--- config.mk ---
export PLATFORM = sky130hd
export DESIGN_NAME = dvs_event_fifo
export DESIGN_NICKNAME = d
export VERILOG_FILES = /design/src/rtl/dvs_event_fifo.sv
export SDC_FILE = /design/constraint.sdc
export NUM_CORES = 1
export LEC_CHECK = 0
export CORE_MARGIN = 2
export CORE_UTILIZATION = 53
export CTS_CLUSTER_DIAMETER = 40
export CTS_CLUSTER_SIZE = 20
export DETAILED_ROUTE_END_ITERATION = 12
export PLACE_DENSITY_LB_ADDON = 0.12
export SLEW_MARGIN = 20
export SYNTH_ARGS = -nofsm -noshare
export SYNTH_HDL_FRONTEND = slang
export SYNTH_SLANG_ARGS = --single-unit
--- constraint.sdc ---
create_clock -name clk -period 2.4 [get_ports clk]
set_input_delay 0.48 -clock clk [delete_from_list [all_inputs] [get_ports clk]]
set_output_delay 0.48 -clock clk [all_outputs]
set_load 0.05 [all_outputs]
--- src/rtl/dvs_event_fifo.sv ---
// Event FIFO behind the AER front end: grants one event per request pulse,
// buffers it and serves the head on a valid/ready port.
module dvs_event_fifo #(
  parameter int DEPTH          = 16,
  parameter int EVENT_W        = 12,
  parameter bit DROP_WHEN_FULL = 1'b0,
  parameter int DROP_CNT_W     = 16
) (
  input  logic                     clk,
  input  logic                     rst_n,
  input  logic                     fifo_req,
  input  logic [EVENT_W-1:0]       fifo_bus_event,
  output logic                     fifo_grant,
  output logic                     out_valid,
  input  logic                     out_ready,
  output logic [EVENT_W-1:0]       out_event,
  output logic [$clog2(DEPTH):0]   level,
  output logic                     full,
  output logic [DROP_CNT_W-1:0]    drop_count
);

  localparam int PW = $clog2(DEPTH);
  localparam int LW = PW + 1;

  localparam logic [0:0] S_IDLE = 1'b0;
  localparam logic [0:0] S_HOLD = 1'b1;

  logic [EVENT_W-1:0]    r_mem [DEPTH];
  logic [PW-1:0]         r_wr_ptr;
  logic [PW-1:0]         r_rd_ptr;
  logic [LW-1:0]         r_level;
  logic [0:0]            r_state;
  logic                  r_grant;
  logic [DROP_CNT_W-1:0] r_drop;

  logic w_full;
  logic w_idle_req;
  logic w_push;
  logic w_drop;
  logic w_pop;

  // Full is judged on the pre-edge level, so a same-edge pop cannot admit a write.
  assign w_full     = (r_level == LW'(DEPTH));
  assign w_idle_req = (r_state == S_IDLE) && fifo_req;
  assign w_push     = w_idle_req && !w_full;
  assign w_drop     = w_idle_req && w_full && DROP_WHEN_FULL;
  assign w_pop      = (r_level != '0) && out_ready;

  always_ff @(posedge clk) begin
    if (!rst_n) begin
      r_state  <= S_IDLE;
      r_grant  <= 1'b0;
      r_wr_ptr <= '0;
      r_rd_ptr <= '0;
      r_level  <= '0;
      r_drop   <= '0;
    end else begin
      if (r_state == S_IDLE) begin
        if (w_push || w_drop) begin
          r_state <= S_HOLD;
          r_grant <= 1'b1;
        end
      end else if (!fifo_req) begin
        r_state <= S_IDLE;
        r_grant <= 1'b0;
      end

      if (w_push)
        r_wr_ptr <= r_wr_ptr + PW'(1);
      if (w_pop)
        r_rd_ptr <= r_rd_ptr + PW'(1);

      if (w_push && !w_pop)
        r_level <= r_level + LW'(1);
      else if (w_pop && !w_push)
        r_level <= r_level - LW'(1);

      if (w_drop && (r_drop != '1))
        r_drop <= r_drop + DROP_CNT_W'(1);
    end
  end

  always_ff @(posedge clk) begin
    if (w_push)
      r_mem[r_wr_ptr] <= fifo_bus_event;
  end

  assign fifo_grant = r_grant;
  assign out_valid  = (r_level != '0);
  assign out_event  = r_mem[r_rd_ptr];
  assign level      = r_level;
  assign full       = w_full;
  assign drop_count = r_drop;

endmodule

==> metrics.md <==
| Metric | Value |
|---|---|
| DIE AREA | `approximately 17000 sq um` |
| Number of nets with antenna violations after routing | `0` |
| H-tree levels | `1` |
| Number of instances in the synthesized netlist | `~430` |
| Crit end category | `output pin` |
| Final worst-path cycle share | `111%` |
| Clock root buffer | `sky130_fd_sc_hd__clkbuf_16` |
| Fraction of power consumed by the clock network | `around a third` |
| Max Fclk | `roughly 380 MHz` |
| Largest family of logic cells by synthesized area | `multiplexers` |
| Power share of the sequential group | `approximately a third` |
| Number of clock buffers inserted by TritonCTS | `27` |
| Share of power burned in combinational logic | `about 31%` |
| Synthesized area divided by synthesized cell count | `a little under 20 sq um` |
| Worst supply voltage drop on vdd | `0.000848 V` |
| Die outline height | `129 um` |
| Minimum period implied by the final worst setup slack | `roughly 2.7 ns` |
| Largest clock skew in the final design | `roughly 0.016 ns` |
| Compound-Gate Fraction of Synth Area | `3.92%` |
| Row count | `between 40 and 50` |
| Leakage Power | `3.59 nW` |
| Drt initial violations | `471` |
| Final Hold Violating Endpoints | `0` |
| Cell count after placement | `701` |
| Prevailing post-synth register cell | `sky130_fd_sc_hd__edfxtp_1` |
| TNS Setup | `-2.75 ns` |
| Number of global-route vias before repair | `around 4400` |
| Sum of net half-perimeters after detailed placement | `just over 10000 um` |
| Headroom to the max-slew limit | `a little under two fifths` |
| TritonCTS clock tree | `done` |
| Path type of the worst setup path | `flip-flop to output pin` |
| PnR Total Power | `12.2 mW` |
| Worst min-delay path class | `flip-flop to flip-flop` |
| Worst hold slack | `~0.5 ns` |
| Failing checks | `setup timing` |
| Switching power summed over all nets | `approximately 3.7 mW` |
| Max-capacitance violation count | `0` |
| Post-synthesis mux area share | `13.3%` |
| Maximum fanout count along the critical path | `6` |
| Final instance area | `~11000 sq um` |
| Via/cell ratio | `around 5.7` |
| Synthesis-to-layout area growth | `27.5%` |
| Data arrival time of the critical path | `around 2.2 ns` |
| Total overflow reported by the global router | `0` |
| Initial antenna violation count | `0` |
| Buffers added on ports | `35` |
| Unrepaired setup endpoints after global routing | `true` |
| Detailed Route WL | `roughly 18000 um` |
| Placed Instance Area | `between 9000 and 10000 sq um` |
| Clock sinks | `~210` |
| Fillcell total | `roughly 990` |
| Clock-pin slew on the worst setup and hold paths | `around 0.060 ns` |
| Tightest Pin Transition | `between 0.9 and 1 ns` |
| Final slew viol count | `0` |
| Result of the run | `complete, but fails checks` |
| Pre-CTS worst setup slack | `-0.253 ns` |
| Die W | `about 130 um` |
| Vias | `around 4300` |
| Clock latency on the worst-skew pair | `0.53 ns` |
| Fraction of layout instances using a drive strength above 1 | `about two fifths` |
| Yosys Warn Count | `0` |
| Share of flip-flops with an asynchronous set or reset | `0%` |
| Adder and majority gate portion of the synthesized area | `under 10%` |
| Sw frac | `around 30%` |
| Sequential cell area fraction in the yosys report | `between 70 and 80%` |
| Xor and xnor fraction of the mapped netlist area | `less than 1%` |
| GRT Util Overall | `22.0%` |
| Antenna diodes | `0` |
| Kind of start point of the critical path | `flip-flop` |
| Critical hold path startpoint | `fifo_grant` |
| First-pass detailed-route iteration total | `5` |
| Synth unique cells | `37` |
| Placer's final routability congestion estimate | `around 0.80` |
| Design internal power | `around 8.5 mW` |
| Global-route wire length before repair | `approximately 26000 um` |
| Fraction of the mapped netlist area in simple logic gates | `3.98%` |
| Starting density of the core | `between 50% and 60%` |
| Post-layout net count | `between 500 and 600` |
| Largest net degree at the start of global routing | `49` |
| Fin worst setup slack | `-0.258 ns` |
| Syn Std Cell Area | `8340 sq um` |
| Count of flip-flops with a built-in enable after synthesis | `approximately 190` |
| Filler-free cell count of the finished design | `765` |
| Core Area | `15300 sq um` |
| Data required time of the worst path | `1.92 ns` |
| Number of failing setup endpoints in the final timing report | `12` |
| Detailed-route wire length per cell | `about 23 um` |
| Clock buffer depth | `3` |
| Number of storage elements in the synthesis netlist | `roughly 210` |
| Startpoint of the lowest-slack register-to-register path | `level[0]` |
| Layout Utilization | `between 60% and 70%` |
| IO Count | `52` |
| Power density normalized to cell area | `around 1100 nW/um^2` |
| Detailed-route DRC error count | `0` |
-- path summary, 6_finish.rpt --
check	cells after the start	slack [ns]	end
max reg2reg	9	0.01	level[3]
min reg2reg	2	0.50	fifo_grant
max	6	-0.26	out_event[8]
min	2	0.50	fifo_grant
-- state kept, by name, indices dropped and copies added, names as in the netlist, named ones only --
name        cells
r_rd_ptr        4
fifo_grant      1
r_wr_ptr        4
level           5
r_mem         192
r_state         1
-- power groups by stage --
| stage | registers (mW) | clock network, mW | logic (mW) |
|---|---|---|---|
| after floorplan | 4.43 | 0 | 2.03 |
| after global placement | 4.35 | 0 | 3.00 |
| after detailed placement | 4.36 | 0 | 3.04 |
| after CTS | 4.28 | 4.11 | 3.76 |
| after global routing | 4.31 | 4.30 | 4.02 |
| final | 4.29 | 4.07 | 3.81 |
-- routing by layer --
layer  GRT usage, %  wire length, um
met1           30.1             7460
met2           37.1             9000
met3           3.84             1140
met5              0                0
met4           5.82              329
-- logic make-up after synthesis --
family	after synthesis
AO/OA/AOI/OAI	42
multiplexers	51
other	1
buffers and inverters	41
adder cells (fa/ha/maj)	10
AND/OR/NAND/NOR	68
flip-flops	211
XOR/XNOR	7
-- synth_stat cells (2+ instances only) --
library cell	n	area share, %
sky130_fd_sc_hd__edfxtp_1	192	69
sky130_fd_sc_hd__mux4_2	48	13
sky130_fd_sc_hd__a22oi_1	24	2.2
sky130_fd_sc_hd__nand2_1	20	0.90
sky130_fd_sc_hd__dfxtp_1	19	4.6
sky130_fd_sc_hd__buf_4	17	1.5
sky130_fd_sc_hd__nor2_1	15	0.68
sky130_fd_sc_hd__and2_1	9	0.68
sky130_fd_sc_hd__clkbuf_1	9	0.41
sky130_fd_sc_hd__ha_1	9	1.4
sky130_fd_sc_hd__nand3_1	9	0.54
sky130_fd_sc_hd__buf_2	6	0.36
sky130_fd_sc_hd__inv_1	6	0.27
sky130_fd_sc_hd__xnor2_1	6	0.63
sky130_fd_sc_hd__nor3_1	5	0.30
sky130_fd_sc_hd__a21oi_1	4	0.24
sky130_fd_sc_hd__nor2b_1	4	0.30
sky130_fd_sc_hd__buf_1	3	0.14
sky130_fd_sc_hd__mux2i_1	3	0.36
sky130_fd_sc_hd__o21ai_0	3	0.18
sky130_fd_sc_hd__a211oi_1	2	0.18
sky130_fd_sc_hd__nand2b_1	2	0.15
sky130_fd_sc_hd__o21a_1	2	0.18
-- repair_timing --
item / in CTS / in global routing
setup buffers: 13 / 1
hold buffers: 0 / 0
cloned: 3 / 0
pin swaps: 22 / 15
hold endpoints to repair: 0 / 0
gates resized for setup: 46 / 22
setup endpoints to repair: 15 / 16
-- layout by cell type (no fill, tap or decap), types with 9 or more instances in the layout --
| cell | Yosys | final |
|---|---|---|
| sky130_fd_sc_hd__buf_6 | 0 | 14 |
| sky130_fd_sc_hd__dfxtp_1 | 19 | 13 |
| sky130_fd_sc_hd__buf_4 | 17 | 45 |
| sky130_fd_sc_hd__a22oi_2 | 0 | 19 |
| sky130_fd_sc_hd__nand2_1 | 20 | 15 |
| sky130_fd_sc_hd__edfxtp_1 | 192 | 192 |
| sky130_fd_sc_hd__mux4_2 | 48 | 48 |
| sky130_fd_sc_hd__clkdlybuf4s50_1 | 0 | 20 |
| sky130_fd_sc_hd__conb_1 | 1 | 16 |
| sky130_fd_sc_hd__and2_1 | 9 | 9 |
| sky130_fd_sc_hd__nor2_1 | 15 | 13 |
| sky130_fd_sc_hd__clkbuf_16 | 0 | 27 |
| sky130_fd_sc_hd__buf_12 | 0 | 11 |
-- layout make-up --
cell class	instances	area, sq um	area share (%)
sequential	211	6160	58.0
multi-input combinational	194	2290	21.5
timing repair buffer	93	971	9.13
clock buffer	29	683	6.43
tap	211	264	2.48
clock inverter	21	236	2.22
inverter	6	27.5	0.259
-- worst max-delay path, cell delays in order, from the launching register on --
cell and delay [ns]:
sky130_fd_sc_hd__dfxtp_4 0.39, sky130_fd_sc_hd__buf_12 0.13, sky130_fd_sc_hd__buf_12 0.13, sky130_fd_sc_hd__mux4_2 0.51
sky130_fd_sc_hd__a22oi_2 0.23, sky130_fd_sc_hd__nand2_2 0.09, sky130_fd_sc_hd__buf_6 0.16
(Power assumes the default switching activity.)
